File: src/rtl/tx_frame_builder.sv
// Wraps words popped from a first-word-fall-through FIFO into header / payload / footer frames on an AXI-Stream master.
// Build option: define FOOTER_CHECKSUM_EN to carry a 32-bit payload checksum in the footer; otherwise the footer checksum field is zero.
module tx_frame_builder #(
  parameter int TX_RX_M_AXIS_WIDTH = 64,
  parameter int MAX_FRAME_WORDS    = 256,
  parameter int TIMEOUT_CYCLES     = 16
) (
  input  logic                          TX_ACLK,
  input  logic                          TX_ARESETN,
  input  logic [TX_RX_M_AXIS_WIDTH-1:0] FIFO_DOUT,
  input  logic                          FIFO_EMPTY,
  output logic                          FIFO_RE,
  output logic [TX_RX_M_AXIS_WIDTH-1:0] M_AXIS_TDATA,
  output logic                          M_AXIS_TVALID,
  output logic                          M_AXIS_TLAST,
  input  logic                          M_AXIS_TREADY,
  output logic                          FRAME_BUSY
);

  typedef enum logic [1:0] {IDLE, HEADER, PAYLOAD, FOOTER} state_t;

  localparam logic [15:0] MAX_WORDS = 16'(MAX_FRAME_WORDS);
  localparam logic [15:0] TIMEOUT   = 16'(TIMEOUT_CYCLES);

  state_t                          state_q, state_d;
  logic [15:0]                     seq_q, seq_d;
  logic [15:0]                     wcnt_q, wcnt_d;
  logic [15:0]                     idle_q, idle_d;
  logic                            tvalid_q, tvalid_d;
  logic                            tlast_q, tlast_d;
  logic [TX_RX_M_AXIS_WIDTH-1:0]   tdata_q, tdata_d;
  logic                            busy_q, busy_d;
  logic                            slot_free;
  logic                            pop;
  logic                            load_footer;
  logic [31:0]                     checksum;

  // The output register is free when empty or being drained this cycle.
  assign slot_free   = !tvalid_q || M_AXIS_TREADY;
  assign pop         = (state_q == PAYLOAD) && slot_free && !FIFO_EMPTY;
  assign load_footer = (state_q == FOOTER) && slot_free;

`ifdef FOOTER_CHECKSUM_EN
  logic [31:0] cks_q, cks_d;

  always_comb begin
    cks_d = cks_q;
    if (pop) begin
      cks_d = cks_q + FIFO_DOUT[63:32] + FIFO_DOUT[31:0];
    end else if (load_footer) begin
      cks_d = 32'h0;
    end
  end

  always_ff @(posedge TX_ACLK or negedge TX_ARESETN) begin
    if (!TX_ARESETN) begin
      cks_q <= 32'h0;
    end else begin
      cks_q <= cks_d;
    end
  end

  assign checksum = cks_q;
`else
  assign checksum = 32'h0;
`endif

  always_comb begin
    state_d  = state_q;
    seq_d    = seq_q;
    wcnt_d   = wcnt_q;
    idle_d   = idle_q;
    tvalid_d = tvalid_q;
    tlast_d  = tlast_q;
    tdata_d  = tdata_q;
    if (slot_free) begin
      tvalid_d = 1'b0;
    end
    case (state_q)
      IDLE: begin
        if (!FIFO_EMPTY) begin
          state_d = HEADER;
        end
      end
      HEADER: begin
        if (slot_free) begin
          tvalid_d = 1'b1;
          tlast_d  = 1'b0;
          tdata_d  = {8'hA5, seq_q, 40'h0};
          state_d  = PAYLOAD;
        end
      end
      PAYLOAD: begin
        if (pop) begin
          tvalid_d = 1'b1;
          tlast_d  = 1'b0;
          tdata_d  = FIFO_DOUT;
          wcnt_d   = wcnt_q + 16'd1;
          idle_d   = 16'd0;
        end else if (slot_free && (idle_q != TIMEOUT)) begin
          idle_d = idle_q + 16'd1;
        end
        // A full frame and an expired timeout close the frame identically.
        if ((wcnt_d == MAX_WORDS) || (idle_d == TIMEOUT)) begin
          state_d = FOOTER;
        end
      end
      FOOTER: begin
        if (slot_free) begin
          tvalid_d = 1'b1;
          tlast_d  = 1'b1;
          tdata_d  = {8'h5A, wcnt_q, 8'h00, checksum};
          seq_d    = seq_q + 16'd1;
          wcnt_d   = 16'd0;
          idle_d   = 16'd0;
          state_d  = IDLE;
        end
      end
      default: state_d = IDLE;
    endcase
    busy_d = (state_d != IDLE);
  end

  always_ff @(posedge TX_ACLK or negedge TX_ARESETN) begin
    if (!TX_ARESETN) begin
      state_q  <= IDLE;
      seq_q    <= 16'd0;
      wcnt_q   <= 16'd0;
      idle_q   <= 16'd0;
      tvalid_q <= 1'b0;
      tlast_q  <= 1'b0;
      tdata_q  <= '0;
      busy_q   <= 1'b0;
    end else begin
      state_q  <= state_d;
      seq_q    <= seq_d;
      wcnt_q   <= wcnt_d;
      idle_q   <= idle_d;
      tvalid_q <= tvalid_d;
      tlast_q  <= tlast_d;
      tdata_q  <= tdata_d;
      busy_q   <= busy_d;
    end
  end

  assign FIFO_RE       = pop;
  assign M_AXIS_TDATA  = tdata_q;
  assign M_AXIS_TVALID = tvalid_q;
  assign M_AXIS_TLAST  = tlast_q;
  assign FRAME_BUSY    = busy_q;

endmodule

File: config.mk
export PLATFORM = sky130hd
export DESIGN_NAME = tx_frame_builder
export DESIGN_NICKNAME = d
export VERILOG_FILES = /design/src/rtl/tx_frame_builder.sv
export SDC_FILE = /design/constraint.sdc
export NUM_CORES = 1
export LEC_CHECK = 0
export BUFFER_PORTS_ARGS = -buffer_cell sky130_fd_sc_hd__buf_2
export CAP_MARGIN = 20
export CORE_MARGIN = 1.5
export CORE_UTILIZATION = 36
export CTS_CLUSTER_SIZE = 20
export DETAILED_ROUTE_END_ITERATION = 12
export GPL_TIMING_DRIVEN = 0
export PLACE_DENSITY = 0.6
export REMOVE_ABC_BUFFERS = 1
export SETUP_SLACK_MARGIN = 0.1
export SYNTH_ARGS = -nofsm -noshare
export SYNTH_HDL_FRONTEND = slang
export SYNTH_SLANG_ARGS = --single-unit
File: constraint.sdc
create_clock -name TX_ACLK -period 5.6 [get_ports TX_ACLK]
set_input_delay 0.56 -clock TX_ACLK [delete_from_list [all_inputs] [get_ports TX_ACLK]]
set_output_delay 0.56 -clock TX_ACLK [all_outputs]
set_load 0.02 [all_outputs]
### Word-level counts from Yosys, hierarchy flattened

Cells that the tools add are included.

* memories: 0
* bits in writable memories: 0
* word-level logic and storage cells: 60
* latch bits: 0
* ROM bits: 0
* register bits after elaboration: 117
* input port bits: 68

* div/mod/pow operators: 0
* bitwise operators: 0
* multiplexer cells: 25
* reduce and logical (&&, ||, !) cells: 15
* $lt $le $gt $ge: 0
* shift operators: 0
* add/sub/neg operators: 3
* eq/ne operators: 9
* multipliers: 0

Operators with widths (number)
* $mux W64: 3
* $pmux W64 S3: 1
* $mux W16: 6
* $pmux W16 S2: 2
* $add A16 B1 Y16 const B: 3
* $eq A16 B5 Y1 const B: 1
* $eq A16 B9 Y1 const B: 1
* $ne A16 B5 Y1 const B: 1
* $mux W2: 4
* $pmux W2 S4: 1
* $mux W1: 6
* $ne A2 B2 Y1 const B: 3
* $eq A2 B2 Y1 const B: 2
* $reduce_and A2 Y1: 2
* $reduce_and A4 Y1: 1
* $reduce_bool A2 Y1: 2
* $logic_and A1 B1 Y1: 3
* $pmux W1 S3: 1
* $reduce_bool A3 Y1: 1
* $eq A2 B1 Y1 const B: 1
* $logic_not A1 Y1: 2
* $logic_not A2 Y1: 1
* $logic_or A1 B1 Y1: 2
* $pmux W1 S2: 1
* $reduce_or A2 Y1: 1

### Depth between registers and ports, before layout

* depth in word-level cells: 11
* mapped depth: 11
* gate-level depth less buffers: 9

### Worst setup path before layout

No wires, ideal clock.

* path type: input -> register
* start: in M_AXIS_TREADY
* end: reg state_q[0]
* data required time: 5505 ps
* setup time: 95 ps
* slack: 3437 ps
* cell stages on the path: 7
* arrival: 2068 ps
* cell sequence: and2b_1 -> nor4_4 -> nand3_1 -> xnor2_1 -> a2111oi_2 -> a21oi_1 -> o31ai_1

* cells in the longest elaborated chain, start to end: 9
* elaborated cells on any way between the ends: 16
* classes of those cells: eq/ne (2); mux (9); reduce/logical (5)

Ends and longest elaborated chain
* start, declared: line 16 `input logic M_AXIS_TREADY,`
* $logic_or A1 B1 Y1 *: line 39 `assign slot_free = !tvalid_q || M_AXIS_TREADY;`
* $logic_and A1 B1 Y1 (on tied branches): line 100, 40
* $mux W16 / $logic_and A1 B1 Y1 (equally long branches): line 100, 40
* $mux W16: line 94 `if (pop) begin`
* $mux W16: line 79 `case (state_q)`
* $eq A16 B5 Y1 / $eq A16 B9 Y1 (equally long branches): line 104 `if ((wcnt_d == MAX_WORDS) || (idle_d == TIMEOUT)) begin`
* $logic_or A1 B1 Y1: line 104
* $mux W2: line 104
* $pmux W2 S4 *: line 79
* via state_d[0]: line 25 `state_t state_q, state_d;`
* end signal, assigned: line 135 `state_q <= state_d;`
* end, declared: line 25

Mark *: on every way through the listed nets, which the timed path passes. The rest lies on a longest branch. The select of a mux whose other input is x is not followed.
A chain may end at the register's enable or synchronous reset.

### Final worst setup path

* start: reg state_q[1]
* end: out FIFO_RE

* cells in the longest elaborated chain, start to end: 3

Ends and longest elaborated chain
* $eq A2 B2 Y1: line 40 `assign pop = (state_q == PAYLOAD) && slot_free && !FIFO_EMPTY;`
* $logic_and A1 B1 Y1 (2 in a row): line 40
* end, declared: line 12 `output logic FIFO_RE,`

Every way passes these cells.

==> flow_summary_export.csv <==
group,metric,value,unit
run_status,status,"finished clean",
die,rows,46,
route,num_vias,4963,
yosys,synthFlopType,"dfrtp_1",
yosys,synth_seq_cells,117,
route,wl_per_cell,14.4,um
yosys,synth-edff-count,0,
sta,fmax,252,MHz
setup_path,end_kind,"output pin",
yosys,syn_inst,666,
route,drt-initial-drc-count,277,
setup_path,worstPathCellList,"nor2b_1 -> nand3_2 -> inv_2 -> buf_2",
yosys,syn-cell-area,0.00595,mm^2
layout,postLayoutCoreUtil,0.466,
die,die_h,132,um
cts,clkTransAtPathRegs,60,ps
cts,htree_levels,4,
grt,overflow,0,
grt,gr-usage-all-layers,0.174,
route,ant_nets,0,
placed_design,port_buffers,135,
sta,rsz0062_at_grt,"no",
yosys,yosysTopAreaCellShare,0.492,
cts,cts_sinks,117,
sta,setup_violations,0,
job,max-cap-violations,0,
yosys,yosys-top-cells-count,"158 x nand2_1, 117 x dfrtp_1, 71 x o21ai_0",
setup_path,crit_type,"register to output pin",
cts,ctsResizeCount,0,
route,wirelength_met1,6870,um
sta,timing.final.crit_share,0.709,
layout,diodes,0,
grt,antenna_found_initial,0,
setup_path,r2r_slack,1770,ps
cts,cts_setup_buffers,0,
route,viasPerCell,4.94,
yosys,yosys-top-cells-area,"dfrtp_1 49%, nand2_1 10%, o21ai_0 6.0%",
setup_path,cp_max_fo,48,
sta,fin_setup_tns,0,ps
route,wl,14400,um
cts,holdBufCountCts,0,
sta,slew_viol_final,0,
setup_path,reg2reg_to,"state_q[0]$_DFF_PN0_",
hold_path,hp-class,"input port to asynchronous set/reset pin",
setup_path,r2r_start,"state_q[1]$_DFF_PN0_",
die,core,0.0160,mm^2
route,wl_met3,638,um
die,io_pins,136,
setup_path,cp_slowest_cell,"dfrtp_1",
sta,fin_crit,3970,ps
yosys,yosys_warnings,0,
layout,area_delta_synth_final,25.2,%
power,p_leak,3.65,nW
yosys,yosys.area.top_type,"dfrtp_1",
setup_path,crit_path_max_incr_delay,900,ps
power,p_total,3.95,mW
setup_path,cp-start-kind,"register",
sta,hold_viol,0,
sta,whs,89.0,ps
cts,clk_latency,420,ps
route,wl_met2,6740,um
die,start_util,0.372,
setup_path,required,5040,ps
cts,cts_tree,"done",
grt,grt_pass1_vias,4836,
die,die_w,132,um
sta,fin_ws,1630,ps
yosys,ys_seq_area_frac,0.492,
cts,numCtsBuffers,17,
grt,grt_max_degree,65,
power,p_per_area,530,mW/mm^2
placed_design,postPlaceCellArea,0.00682,mm^2
layout,nets,848,
sta,fin_skew,13.2,ps
route,drc,0,
grt,grt_pass1_wl,24600,um
yosys,async_reset_ff_frac,1.00,
layout,drive_above_1_share,0.240,
setup_path,setup.worst_path.end,"FIFO_RE",
cts,clock_tree.root_cell,"clkbuf_16",
layout,instances_no_fill,1005,
power,peakVddDrop,0.000235,V
setup_path,cp-startpoint,"state_q[1]$_DFF_PN0_",
placed_design,placed_cells,972,
setup_path,r2r_cells,8,
layout,fill_cells,1596,
placed_design,pre_cts_ws,1750,ps
route,dr.pass1.iters,4,
yosys,avgSynthCellArea,8.93,um^2
route,top_layer,"met4",
yosys,synth.most_common_cell,"nand2_1",
die,die_area,0.0173,mm^2
setup_path,crit_arrival,3410,ps
sta,tightest_slew,895,ps
layout,fin_area,0.00745,mm^2
yosys,synth_cell_type_count,53,
sta,relSlewSlack,0.402,
placed_design,place.gp.congestion,0.801,
placed_design,hpwl,9630,um
cts,clockBufferDepth,2,
area by class of cell:
class	instances	area, um^2	area share
inverter	8	30.0	0.00403
sequential	117	2930	0.393
tap	216	270	0.0363
clock buffer	21	470	0.0632
clock inverter	11	149	0.0200
timing repair buffer	141	807	0.108
multi-input combinational	491	2790	0.375
how the worst min path moves through the flow:
stage	start	endpoint	slack [ps]
final	TX_ARESETN	M_AXIS_TDATA[45]$_DFFE_PN0P_	90
after global routing	TX_ARESETN	M_AXIS_TDATA[45]$_DFFE_PN0P_	120
after CTS	TX_ARESETN	M_AXIS_TDATA[45]$_DFFE_PN0P_	110
after detailed placement	seq_q[15]$_DFFE_PN0P_	seq_q[15]$_DFFE_PN0P_	460
after global placement	M_AXIS_TDATA[51]$_DFFE_PN0P_	M_AXIS_TDATA[51]$_DFFE_PN0P_	460
after floorplan	TX_ARESETN	FRAME_BUSY$_DFF_PN0_	260
report_power, final:
part / total, mW / switching (mW) / internal [mW]
clock: 1.14 / 0.400 / 0.736
combinational: 1.48 / 0.962 / 0.521
sequential: 1.33 / 0.214 / 1.11
total: 3.95 / 1.58 / 2.37
worst max-delay path: cells and delay by family (launching register included):
family | cells | cell delay, ps
buffers and inverters | 2 | 1060
and+or+nand+nor | 2 | 1010
DFF | 1 | 900
cells in the final DEF, fill, tap and decap left out, drive strengths merged, types with 4 or more instances in the layout:
cell type and instances:
and3 11, a31oi 13, xor2 9, and2 8, nor4 7, a21oi 15, nor2 20, nand2 158
nand2b 7, o211ai 5, nand3 64, xnor2 20, mux2i 20, clkinv 4, nor3 4, ha 4
dfrtp 117, o31ai 6, nand4 8, o21ai 71, inv 9, o21a 5, clkbuf 21, buf 141
sequential cells by signal, indices dropped and copies added (netlist names):
| signal | count |
|---|---|
| M_AXIS_TDATA | 64 |
| idle_q | 16 |
| seq_q | 16 |
| wcnt_q | 16 |
| state_q | 2 |
| FRAME_BUSY | 1 |
| M_AXIS_TLAST | 1 |
| M_AXIS_TVALID | 1 |
layer usage:
metal  vias up  track usage
met3        15       0.0532
met5         -            0
met1      2308        0.232
met4         0       0.0506
met2       108        0.273
li1       2532            -
cells by family (layout without fill, tap and decap cells):
family          Yosys count  in the layout  synth area share
fa+ha+maj                 4              4           0.00841
mux                      22             22            0.0374
buf+inv                  58            181            0.0400
xor+xnor                 29             29            0.0427
simple gates            305            305             0.249
compound gates          131            131             0.130
flops                   117            117             0.492
Note: power is estimated with default switching activity, not from simulation.
